## config.mk

```make
export PLATFORM = sky130hd
export DESIGN_NAME = serial_mag_comparator
export DESIGN_NICKNAME = d
export VERILOG_FILES = /design/src/rtl/cmp_pkg.sv /design/src/rtl/digit_cmp_cell.sv /design/src/rtl/serial_mag_comparator.sv
export SDC_FILE = /design/constraint.sdc
export NUM_CORES = 1
export LEC_CHECK = 0
export BUFFER_PORTS_ARGS = -buffer_cell sky130_fd_sc_hd__buf_4
export CAP_MARGIN = 25
export CORE_MARGIN = 10
export CORE_UTILIZATION = 45
export CTS_CLUSTER_DIAMETER = 120
export CTS_CLUSTER_SIZE = 30
export DETAILED_ROUTE_END_ITERATION = 8
export PLACE_DENSITY_LB_ADDON = 0.08
export SETUP_SLACK_MARGIN = 0.05
export SLEW_MARGIN = 5
export SYNTH_ARGS = -nofsm -noshare
export SYNTH_HDL_FRONTEND = slang
export SYNTH_SLANG_ARGS = --single-unit
```

## constraint.sdc

```tcl
create_clock -name clk -period 4 [get_ports clk]
set_input_delay 0.6 -clock clk [delete_from_list [all_inputs] [get_ports clk]]
set_output_delay 0.6 -clock clk [all_outputs]
set_load 0.02 [all_outputs]
```

## src/rtl/cmp_pkg.sv

```systemverilog
// Shared encodings for the serial magnitude comparator.
// Cell-state codes, FSM states and counter sizing.
package cmp_pkg;

  localparam logic [1:0] ST_EQ = 2'b01;
  localparam logic [1:0] ST_GT = 2'b10;
  localparam logic [1:0] ST_LT = 2'b11;

  typedef enum logic [1:0] {
    S_IDLE = 2'b00,
    S_SCAN = 2'b01,
    S_DONE = 2'b10
  } state_t;

  function automatic int cnt_w(input int n);
    return (n <= 1) ? 1 : $clog2(n);
  endfunction

endpackage

```

## src/rtl/digit_cmp_cell.sv

```systemverilog
// One iterative compare cell: folds a DIGIT-wide slice
// of A and B into the running EQ/GT/LT state.
module digit_cmp_cell
  import cmp_pkg::*;
#(
  parameter int DIGIT = 1
) (
  input  logic [1:0]       pq,
  input  logic [DIGIT-1:0] a_dig,
  input  logic [DIGIT-1:0] b_dig,
  input  logic             invert_msb,
  output logic [1:0]       pq_nxt
);

  logic [DIGIT-1:0] flip;
  logic [DIGIT-1:0] a_x;
  logic [DIGIT-1:0] b_x;

  // Flipping both sign bits maps two's-complement order onto unsigned order.
  assign flip = DIGIT'(invert_msb) << (DIGIT - 1);
  assign a_x  = a_dig ^ flip;
  assign b_x  = b_dig ^ flip;

  // A decision already made is sticky; only an EQ state looks at the digit.
  always_comb begin
    pq_nxt = pq;
    if (pq == ST_EQ) begin
      unique case (1'b1)
        (a_x > b_x):  pq_nxt = ST_GT;
        (a_x < b_x):  pq_nxt = ST_LT;
        (a_x == b_x): pq_nxt = ST_EQ;
      endcase
    end
  end

endmodule

```

## src/rtl/serial_mag_comparator.sv

```systemverilog
// Shared sequential magnitude comparator: scans A and B
// MSB first, DIGIT bits per clock, with early exit.
module serial_mag_comparator
  import cmp_pkg::*;
#(
  parameter int WIDTH     = 16,
  parameter int DIGIT     = 1,
  parameter int SIGNED_EN = 1
) (
  input  logic             clk,
  input  logic             reset,
  input  logic             start,
  input  logic [WIDTH-1:0] A,
  input  logic [WIDTH-1:0] B,
  input  logic             signed_mode,
  output logic             busy,
  output logic             done,
  output logic             eq,
  output logic             gt,
  output logic             lt,
  output logic [1:0]       PQ
);

  localparam int NDIG = WIDTH / DIGIT;
  localparam int CW   = cnt_w(NDIG);
  localparam logic [CW-1:0] LAST = CW'(NDIG - 1);

  state_t           state;
  logic [WIDTH-1:0] a_sh;
  logic [WIDTH-1:0] b_sh;
  logic             sm;
  logic [CW-1:0]    cnt;
  logic [1:0]       pq_nxt;
  logic             inv;
  logic             fin;

  assign inv = sm && (cnt == '0);
  assign fin = (cnt == LAST) || (pq_nxt != ST_EQ);

  digit_cmp_cell #(
    .DIGIT(DIGIT)
  ) u_cell (
    .pq        (PQ),
    .a_dig     (a_sh[WIDTH-1 -: DIGIT]),
    .b_dig     (b_sh[WIDTH-1 -: DIGIT]),
    .invert_msb(inv),
    .pq_nxt    (pq_nxt)
  );

  // Control FSM with operand shifters, digit counter and result registers.
  always_ff @(posedge clk or posedge reset) begin
    if (reset) begin
      state <= S_IDLE;
      PQ    <= ST_EQ;
      busy  <= 1'b0;
      done  <= 1'b0;
      eq    <= 1'b0;
      gt    <= 1'b0;
      lt    <= 1'b0;
      cnt   <= '0;
      a_sh  <= '0;
      b_sh  <= '0;
      sm    <= 1'b0;
    end else begin
      unique case (state)
        S_IDLE: begin
          done <= 1'b0;
          if (start) begin
            a_sh  <= A;
            b_sh  <= B;
            sm    <= signed_mode && (SIGNED_EN != 0);
            PQ    <= ST_EQ;
            cnt   <= '0;
            eq    <= 1'b0;
            gt    <= 1'b0;
            lt    <= 1'b0;
            busy  <= 1'b1;
            state <= S_SCAN;
          end
        end
        S_SCAN: begin
          PQ   <= pq_nxt;
          a_sh <= a_sh << DIGIT;
          b_sh <= b_sh << DIGIT;
          if (fin) begin
            state <= S_DONE;
            done  <= 1'b1;
            eq    <= (pq_nxt == ST_EQ);
            gt    <= (pq_nxt == ST_GT);
            lt    <= (pq_nxt == ST_LT);
          end else begin
            cnt <= cnt + CW'(1);
          end
        end
        S_DONE: begin
          done  <= 1'b0;
          busy  <= 1'b0;
          state <= S_IDLE;
        end
        default: begin
          done  <= 1'b0;
          busy  <= 1'b0;
          state <= S_IDLE;
        end
      endcase
    end
  end

endmodule

```

==> results.yml <==
detailed_routing:
  wl_um: 4510
  wl_per_cell_um: 13.8
  drt_iter0_drc: 73
  ant_nets: 0
  post_drt_via_cell_ratio: 5.26
  drcViolationCount: 0
  firstDrtPassIters: 5
  num_vias: 1724
floorplan:
  initial_core_util_pct: 47.6
  die_w_um: 88.8
  row_count: 24
  core_sq_um: 4470
  pin_count: 43
  die_y_um: 88.8
  die_area_sq_um: 7880
sta:
  fin_tns_setup_ns: 0
  timing.slew.headroom_pct: 53.5
  final_hold_viol_count: 0
  finalCriticalPeriod_ns: 1.85
  fin_crit_sh_pct: 46.3
  rsz0062_at_grt: "no"
  slew_viol_final: 0
  finalSetupViolCount: 0
  tightest_slew_ns: 0.697
  fin_skew_ns: 0.00944
  timing.fmax_mhz: 540
  whs_ns: 0.315
synth:
  ys_warn_count: 0
  yosysTopAreaCell: "dfrtp_1"
  synth_simple_gate_area_share_pct: 25.0
  synth.area.mux_share_pct: 0.941
  ys.flop_type: "dfrtp_1"
  synthTopCellsByArea: "dfrtp_1, nand2_1, a31oi_1"
  yosysTopAreaCellShare_pct: 52.9
  syn_area_per_cell_sq_um: 9.06
  netlist_instances: 235
  synth_edf_count: 0
  synth_top_family_by_area: "simple AND/OR/NAND/NOR gates"
  synth_xor_area_share_pct: 0.764
  synthesis.nets: 273
  synthDistinctLibCells: 33
  ys_ff_latch: 46
  synthAdderAreaFrac_pct: 1.18
  synthesis.area_sq_um: 2130
  synthArstFlopShare_pct: 100
  synth_compound_area_share_pct: 14.3
  yosysSeqAreaShare_pct: 54.1
grt:
  grt_usage_pct: 12.1
  grt_pass1_vias: 1712
  grt_max_degree: 68
  grt_pass1_wl_um: 7660
  antenna_found_initial: 0
  gr-total-overflow: 0
clock_network:
  postCtsResizedCells: 0
  htreeDepth: 2
  cts_setup_buffers: 0
  cts_tree: "built"
  cts_hold_buffers: 0
  cts_root_buf: "clkbuf_8"
  cts_num_sinks: 46
  clkLatencyLatePin_ns: 0.30
  cts-buffers-inserted: 5
  clkTransAtPathRegs_ns: 0.09
  cts_buffer_depth: 2
finish:
  drive_gt1_share_pct: 22.1
  fin_nets: 313
  layout_common_cells: "nand2_1, dfrtp_1, buf_4"
  antenna_cells: 0
  area_growth_pct: 22.3
  layout_commonest_cell: "nand2_1"
critical_path:
  cp.arrival_ns: 2.03
  worstSetupPathType: "flop to flop"
  crit_fanout: 67
  end_kind: "flop"
  path_cells: "nand2b_2 > buf_4 > nor4_2 > nand2_1 > mux2i_1"
  startpoint_type: "flop"
  required_ns: 4.18
  cp_slowest_cell: "nor4_2"
  slowest_delay_ns: 0.53
power_and_ir_drop:
  power.leakage_uw: 0.00124
  p_per_area_nw_per_um2: 759
  peakVddDrop_mv: 0.316
  p_total_uw: 1980
placed_design:
  io_buffers: 42
  place_congestion: 0.728
  dp_hpwl_um: 3050
min_path:
  hp-class: "input port to async pin"
outcome:
  status: "complete, no violations"
run:
  maxCapViolations: 0
synthesized netlist by cell type, types with 2 or more instances:
cell type / count
nand2_1: 72
dfrtp_1: 45
nor2_1: 33
a31oi_1: 30
buf_2: 7
clkbuf_1: 4
inv_1: 4
nand2b_1: 3
nor2b_1: 3
o21ai_1: 3
a221o_1: 2
a32o_1: 2
ha_1: 2
mux2i_1: 2
nand3b_1: 2
nor4_1: 2
o211a_1: 2
o31ai_1: 2
metrics by stage:
| stage | instance area [sq um] | setup slack (ns) | utilization (%) | instances |
|---|---|---|---|---|
| after floorplan | 2130 | 2.31 | - | 235 |
| after global placement | 2470 | 1.99 | 55.3 | 319 |
| after detailed placement | 2470 | 1.97 | 55.3 | 319 |
| after CTS | 2580 | 2.14 | 57.7 | 327 |
| after global routing | 2600 | 2.03 | 58.2 | 328 |
| final | 2600 | 2.15 | 58.2 | 328 |
sequential cells by signal (all words and copies together), names as in the netlist:
| register | count |
|---|---|
| done | 1 |
| sm | 1 |
| state | 2 |
| PQ | 2 |
| gt | 1 |
| cnt | 4 |
| b_sh | 16 |
| eq | 1 |
| a_sh | 16 |
| busy | 1 |
| lt | 1 |
report_power, final:
part / switching [uW] / internal [uW] / leakage (uW)
clock network: 156 / 187 / 0.0000514
registers: 142 / 691 / 0.000549
logic: 462 / 339 / 0.000640
cells by family after synthesis:
logic type	count (synthesis)
compound gates	44
simple gates	123
flops	46
xor+xnor	1
fa+ha+maj	2
buf+inv	17
mux	2
path summary, 6_finish.rpt:
check	from	to	slack [ns]	cells past startpoint
max	state[1]	cnt[2]	2.15	5
min	reset	b_sh[15]	0.32	2
max reg2reg	state[1]	cnt[2]	2.15	5
min reg2reg	sm	sm	0.50	2
max in group asynchronous	reset	b_sh[4]	3.19	3
min in group clk	sm	sm	0.50	2
final cells by class:
| class | instances | area (sq um) |
|---|---|---|
| fillers | 422 | 1870 |
| flip-flops and latches | 46 | 1150 |
| multi-input cells | 172 | 902 |
| repair buffers | 46 | 358 |
| clock buffers | 6 | 72.6 |
| well taps | 52 | 65.1 |
| clock inverters | 2 | 37.5 |
| inverters | 4 | 15.0 |
routing by layer:
metal  up-vias  wire length (um)  GRT usage (%)
met4         0                52           4.41
met2        40              1980           19.3
met3         5               259           3.58
met5         -                 0              0
met1       803              2220           15.1
li1        876                 -              -
critical path: cells and delay by family, from the launching register on:
family / cells / cell delay, ns
flops: 1 / 0.44
mux: 1 / 0.13
buf+inv: 1 / 0.31
simple gates: 3 / 0.85
(Power assumes the default switching activity.)
